<file path="src/rtl/bus_arbiter.sv">
// bus_arbiter: shares one line-wide memory bus between instruction and data caches.
// Define BUS_ARB_ROUND_ROBIN_EN to alternate simultaneous grants; default gives the data cache fixed priority.
module bus_arbiter #(
  parameter int BUS_ADDRESS_WIDTH = 20,
  parameter int BUS_DATA_WIDTH_SHIFT = 4,
  localparam int W = (2**BUS_DATA_WIDTH_SHIFT)*8,
  localparam int A = BUS_ADDRESS_WIDTH-BUS_DATA_WIDTH_SHIFT
) (
  input  logic         clk_i,
  input  logic         rst_i,
  input  logic         ic_req_i,
  input  logic [A-1:0] ic_addr_i,
  output logic         ic_done_o,
  output logic [W-1:0] ic_data_o,
  input  logic         dc_req_i,
  input  logic         dc_we_i,
  input  logic [A-1:0] dc_addr_i,
  input  logic [W-1:0] dc_wdata_i,
  output logic         dc_done_o,
  output logic [W-1:0] dc_data_o,
  output logic         bus_req_o,
  output logic [A-1:0] bus_addr_o,
  output logic [W-1:0] bus_data_o,
  output logic         bus_we_o,
  input  logic [W-1:0] bus_data_i,
  input  logic         bus_valid_i
);
  typedef enum logic [1:0] {IDLE, GRANT_IC, GRANT_DC} state_t;
  state_t state, state_n;
  logic [A-1:0] addr_q;
  logic [W-1:0] wdata_q;
  logic we_q, dc_win, start;
`ifdef BUS_ARB_ROUND_ROBIN_EN
  logic rr;
  // rr set means the data cache wins the next tie
  assign dc_win = dc_req_i && (!ic_req_i || rr);
`else
  assign dc_win = dc_req_i;
`endif
  always_comb begin
    state_n = state;
    state_n = state == IDLE ? (dc_win ? GRANT_DC : ic_req_i ? GRANT_IC : IDLE)
                            : (bus_valid_i ? IDLE : state);
  end
  assign start = state == IDLE && state_n != IDLE;
  assign bus_req_o = state != IDLE;
  assign bus_addr_o = addr_q;
  assign bus_we_o = state == GRANT_DC && we_q;
  assign bus_data_o = bus_we_o ? wdata_q : '0;
  always_ff @(posedge clk_i or negedge rst_i) begin
    if (!rst_i) begin
      state <= IDLE;
      addr_q <= '0;
      wdata_q <= '0;
      we_q <= 1'b0;
      ic_done_o <= 1'b0;
      dc_done_o <= 1'b0;
      ic_data_o <= '0;
      dc_data_o <= '0;
    end else begin
      state <= state_n;
      ic_done_o <= state == GRANT_IC && bus_valid_i;
      dc_done_o <= state == GRANT_DC && bus_valid_i;
      if (start) begin
        addr_q <= dc_win ? dc_addr_i : ic_addr_i;
        we_q <= dc_win && dc_we_i;
        wdata_q <= dc_win && dc_we_i ? dc_wdata_i : '0;
      end
      if (state == GRANT_IC && bus_valid_i) ic_data_o <= bus_data_i;
      if (state == GRANT_DC && bus_valid_i && !we_q) dc_data_o <= bus_data_i;
    end
  end
`ifdef BUS_ARB_ROUND_ROBIN_EN
  always_ff @(posedge clk_i or negedge rst_i) begin
    if (!rst_i) rr <= 1'b0;
    else if (start) rr <= !dc_win;
  end
`endif
endmodule

</file>
<file path="config.mk">
export PLATFORM = sky130hd
export DESIGN_NAME = bus_arbiter
export DESIGN_NICKNAME = d
export VERILOG_FILES = /design/src/rtl/bus_arbiter.sv
export SDC_FILE = /design/constraint.sdc
export NUM_CORES = 1
export LEC_CHECK = 0
export CAP_MARGIN = 0
export CELL_PAD_IN_SITES_DETAIL_PLACEMENT = 1
export CELL_PAD_IN_SITES_GLOBAL_PLACEMENT = 1
export CORE_AREA = 2 2 272 274
export DETAILED_ROUTE_END_ITERATION = 6
export DIE_AREA = 0 0 274 276
export GPL_TIMING_DRIVEN = 0
export PLACE_DENSITY = 0.69
export REMOVE_ABC_BUFFERS = 1
export SLEW_MARGIN = 0
export SYNTH_ARGS = -nofsm -noshare
export SYNTH_HDL_FRONTEND = slang
export SYNTH_SLANG_ARGS = --single-unit
</file>
<file path="constraint.sdc">
create_clock -name clk_i -period 2.8 [get_ports clk_i]
set_input_delay 0.56 -clock clk_i [delete_from_list [all_inputs] [get_ports clk_i]]
set_output_delay 0.56 -clock clk_i [all_outputs]
set_load 0.02 [all_outputs]
</file>
* Word-level counts from Yosys, hierarchy flattened
Cells that the tools add are included.
Widths: inputs -> output; s select.
** Storage, ports and cells
- Input port bits :: 294
- Register bits after elaboration :: 405
** Cells by class
- Mux-type cells :: 7
- Eq/ne operators :: 2
- Reductions and logical operators :: 10
** Operators by type and width (number)
- $mux 128 :: 2
- $mux 16 :: 1
- $logic_and 1x1->1 :: 6
- $mux 2 :: 3
- $reduce_bool 2->1 :: 2
- $eq 2x1->1 const B :: 1
- $eq 2x2->1 const B :: 1
- $logic_not 2->1 :: 1
- $logic_not 1->1 :: 1
- $mux 1 :: 1

* Depth between registers and ports, before layout
- Word-level depth :: 5
- Gate-level depth with buffers :: 6
- Gate-level depth less buffers :: 3

* Worst setup path after synthesis
OpenSTA, ideal clock, no wires.
- Path type :: register -> output
- From :: reg state[0]
- To :: out bus_data_o[108]
- Required time :: 2.240 ns
- Path slack :: 0.933 ns
- Data arrival time :: 1.307 ns
- Path buffers :: 2
- Cell stages (with the launch flop) :: 6
- Path through :: dfrtp_1 > inv_1 > and3_1 > clkbuf_1 > clkbuf_1 > and2_1
** On the way
- Longest elaborated chain between the ends :: 3
** Ends and longest elaborated chain
- start: declaration :: line 29 : state_t state, state_n;
- start signal: assignment :: line 61 : state <= state_n;
- $eq 2x2->1 :: line 48 : assign bus_we_o = state == GRANT_DC && we_q;
- $logic_and 1x1->1 :: line 48
- $mux 128 :: line 49 : assign bus_data_o = bus_we_o ? wdata_q : '0;
- end: declaration :: line 23 : output logic [W-1:0] bus_data_o,
Every way passes these cells.

* Worst setup path in the final report
- From :: reg state[0]
- To :: out bus_data_o[110]
The elaborated chain is that of the path after synthesis.

==> impl_summary.log <==
INFO  metric area.sequential = ~10000 µm²
INFO  metric fin_tns_setup = 0 ns
INFO  metric worstSetupPathType = reg -> out
INFO  metric layout.core_utilization = 0.372
INFO  metric globalRouteOverflowTotal = 0
INFO  metric grt_pass1_vias = about 15000
INFO  metric max-slew-margin-rel = 0.432
INFO  metric global_route_wire_length_before_repair = 97400 µm
INFO  metric die_height = 276 µm
INFO  metric powerDensity = 1020 nW/µm²
INFO  metric tritoncts = yes
INFO  metric drt-pass1-iter-count = 5
INFO  metric power_switching_share = 0.346
INFO  metric synth-compound-area-share = 0.0382
INFO  metric overall_routing_resource_usage = 0.168
INFO  metric detailedRoute.firstIterationViolations = 547
INFO  metric synth_sequential_area_ratio = 0.589
INFO  metric total_power = ~27 mW
INFO  metric worstSkewPairLatency = 0.58 ns
INFO  metric number_of_antenna_violations_at_the_first_check_in_global_routing = 10
INFO  metric core_area = 72600 µm²
INFO  metric nets = 2301
INFO  metric p_clk_frac = 0.235
INFO  metric multi_input_comb_area = 6080 µm²
INFO  metric worst_ep_arrival_time = 2.15 ns
INFO  metric critical_path.startpoint_type = flop
INFO  metric flow.area_growth_from_synthesis = 57.0%
INFO  metric post-route-drc-count = 0
INFO  metric cts.sink_count = 405
INFO  metric drv.max_cap_violation_count = 0
INFO  metric dieWidth = 274 µm
INFO  metric syn-cell-area = around 17000 µm²
INFO  metric hold_path_class = in -> async
INFO  metric internal_power = 18.0 mW
INFO  metric finalWirelength = 66100 µm
INFO  metric rsz0062_at_grt = no
INFO  metric syn_inst = about 1300
INFO  metric placement.setup.worst_slack = -0.154 ns
INFO  metric combinational_family_with_the_most_area_after_synthesis = multiplexers
INFO  metric cp.required = 2.24 ns
INFO  metric fmaxAchievable = around 370 MHz
INFO  metric clock_buffers_created_by_tritoncts = 47
INFO  metric worst_clock_skew_on_the_final_layout = 0.0167 ns
INFO  metric cp_max_fo = 8
INFO  metric syn-mean-instance-area = 13.0 µm²
INFO  metric share_seq_of_total_power = 0.343
INFO  metric yosys.area_share.adder = 0
INFO  metric psw = about 9.5 mW
INFO  metric synth_cell_types = 23
INFO  metric total_i_o_pin_count = about 700
INFO  metric htree_num_levels = 2
INFO  metric finalWeightedCongestion = about 0.8
INFO  metric setup.worst_path.end_class = output port
INFO  metric power.leakage = 11.7 nW
INFO  metric route.detailed.vias_per_inst = roughly 4.4
INFO  metric final_layout_size_suffix_gt1_frac = 0.229
INFO  metric setup_ws = 0.0942 ns
INFO  metric period_share = 0.966
INFO  metric design.die.area = about 76000 µm²
INFO  metric detail_route.wl_per_cell = 22.0 µm
INFO  metric ys_ff_latch = 405
INFO  metric maximum_number_of_pins_on_one_net_before_global_route_repair = 111
INFO  metric via_count = 13280
INFO  metric yosys.area_share.simple = 0.0963
INFO  metric final-setup-viol-count = 0
INFO  metric final_hpwl_dp = 46700 µm
INFO  metric cts.clk_slew.worst_paths = 0.05 ns
INFO  metric xor_xnor_portion_of_the_synthesized_cell_area = 0
INFO  metric fill_cells = 7791
INFO  metric timing.final.max_slew_violations = 0
INFO  metric worst-slew-pin-transition = between 0.8 and 0.9 ns
INFO  metric period_needed = 2.71 ns
INFO  metric synth_warnings = 0
INFO  metric start_util = 0.237
INFO  metric core.rowCount = 99
INFO  metric detail-route-antenna-nets = 0
INFO  metric max-clock-path-buffers = 3
INFO  metric muxShareOfSynthArea = 0.215
INFO  metric clock-root-buffer = clkbuf_16
INFO  metric status = complete, no violations
INFO  metric finalHoldViolations = 0
INFO  metric numPortBuffers = about 700
INFO  metric combPwrFrac = 0.422
INFO  metric vdd_ir_drop_max = 0.690 mV
## layout by cell type (no fill, tap or decap), types with 3 or more instances in the layout
cell / count
clkbuf_2: 7
clkbuf_8: 15
bufinv_16: 3
clkdlybuf4s50_1: 581
diode_2: 6
buf_8: 6
clkbuf_1: 7
and3_4: 5
buf_16: 18
clkdlybuf4s15_2: 14
o21ai_0: 130
mux2_2: 168
dfrtp_1: 402
and2_1: 128
buf_2: 30
clkbuf_16: 49
nand4_1: 128
dlygate4sd2_1: 59
clkinv_2: 7
dfrtp_2: 3
mux2_4: 120
buf_4: 9
buf_12: 3
inv_1: 131
## area by class of cell
class / count / share of cell area
antenna: 6 / 0.000556
clock buffer: 71 / 0.0540
clock inverter: 13 / 0.00593
inverter: 132 / 0.0184
multi-input combinational: 688 / 0.225
sequential: 405 / 0.375
tap: 959 / 0.0444
timing repair buffer: 733 / 0.277
## what timing repair did
item                       4_1_cts  5_1_grt
setup endpoints to repair      130       55
gates cloned                     5        1
hold buffers                     1        0
resized for setup              248       16
pin swaps                        3        0
setup buffers                    8        1
hold endpoints to repair        19        0
## power by group through the flow
stage               Combinational (mW)  Sequential (mW)  Clock [mW]
floorplan                         3.05             11.6           0
global placement                  11.5             9.35           0
detailed placement                11.7             9.44           0
CTS                               11.8             9.43        6.68
global route                      12.2             9.69        6.91
finish                            11.6             9.41        6.46
## layer usage
layer / vias to the layer above / track usage / part of all wire
li1: 5891 / - / -
met1: 6690 / 0.182 / 0.37
met2: 572 / 0.286 / 0.48
met3: 123 / 0.0712 / 0.10
met4: 4 / 0.0715 / 0.042
met5: - / 0 / 0.00042
## cell usage after synthesis
cell	n	area, µm²
and2_4	1	8.76
nand3b_1	1	7.51
mux2_4	120	1800
buf_6	3	33.8
dfrtp_1	405	10100
inv_1	132	495
nand3_1	1	5.00
nor2_2	1	6.26
or4b_2	1	10.0
mux2_2	168	1890
buf_4	1	7.51
and3b_1	1	8.76
and3_1	1	6.26
and2_1	128	801
nand4_1	128	801
o21ai_0	130	651
buf_1	4	15.0
clkbuf_1	57	214
mux2i_1	1	10.0
buf_2	26	130
nand2_1	1	3.75
buf_8	11	165
o21a_1	1	7.51
## worst max-delay path, cell delays in order (launching register included)
cell and delay, ns:
dfrtp_2 0.42, inv_4 0.12, and3_4 0.29, and2_1 0.15, clkdlybuf4s50_1 0.59
## metrics by stage
step,instances,instance area (µm²),hold WS (ns)
after global placement,2877,24800,0.489
final,3007,27000,0.430
after global routing,3006,27000,0.420
after CTS,3000,27000,0.358
after detailed placement,2902,25500,0.397
after floorplan,1221,16600,0.264
## cell families after synthesis
logic type,after synthesis
and+or+nand+nor,264
buffers and inverters,234
AOI/OAI and AO/OA,131
muxes,289
DFF,405
## registers in the layout (all words and copies together) (netlist names)
signal      count
ic_data_o     128
dc_data_o     128
bus_addr_o     16
we_q            1
state           2
ic_done_o       1
wdata_q       128
dc_done_o       1
## worst paths after layout
kind	start	endpoint	slack [ns]	cells after the start
setup / recovery	state[0]$_DFF_PN0_	bus_data_o[110]	0.09	4
hold / removal	rst_i	bus_addr_o[9]$_DFFE_PN0P_	0.43	2
setup reg to reg	state[0]$_DFF_PN0_	bus_addr_o[4]$_DFFE_PN0P_	0.18	7
hold reg to reg	ic_data_o[13]$_DFFE_PN0P_	ic_data_o[13]$_DFFE_PN0P_	0.50	1
max in group asynchronous	rst_i	dc_data_o[104]$_DFFE_PN0P_	0.75	5
min in group clk_i	ic_data_o[13]$_DFFE_PN0P_	ic_data_o[13]$_DFFE_PN0P_	0.50	1
(Power assumes the default switching activity.)
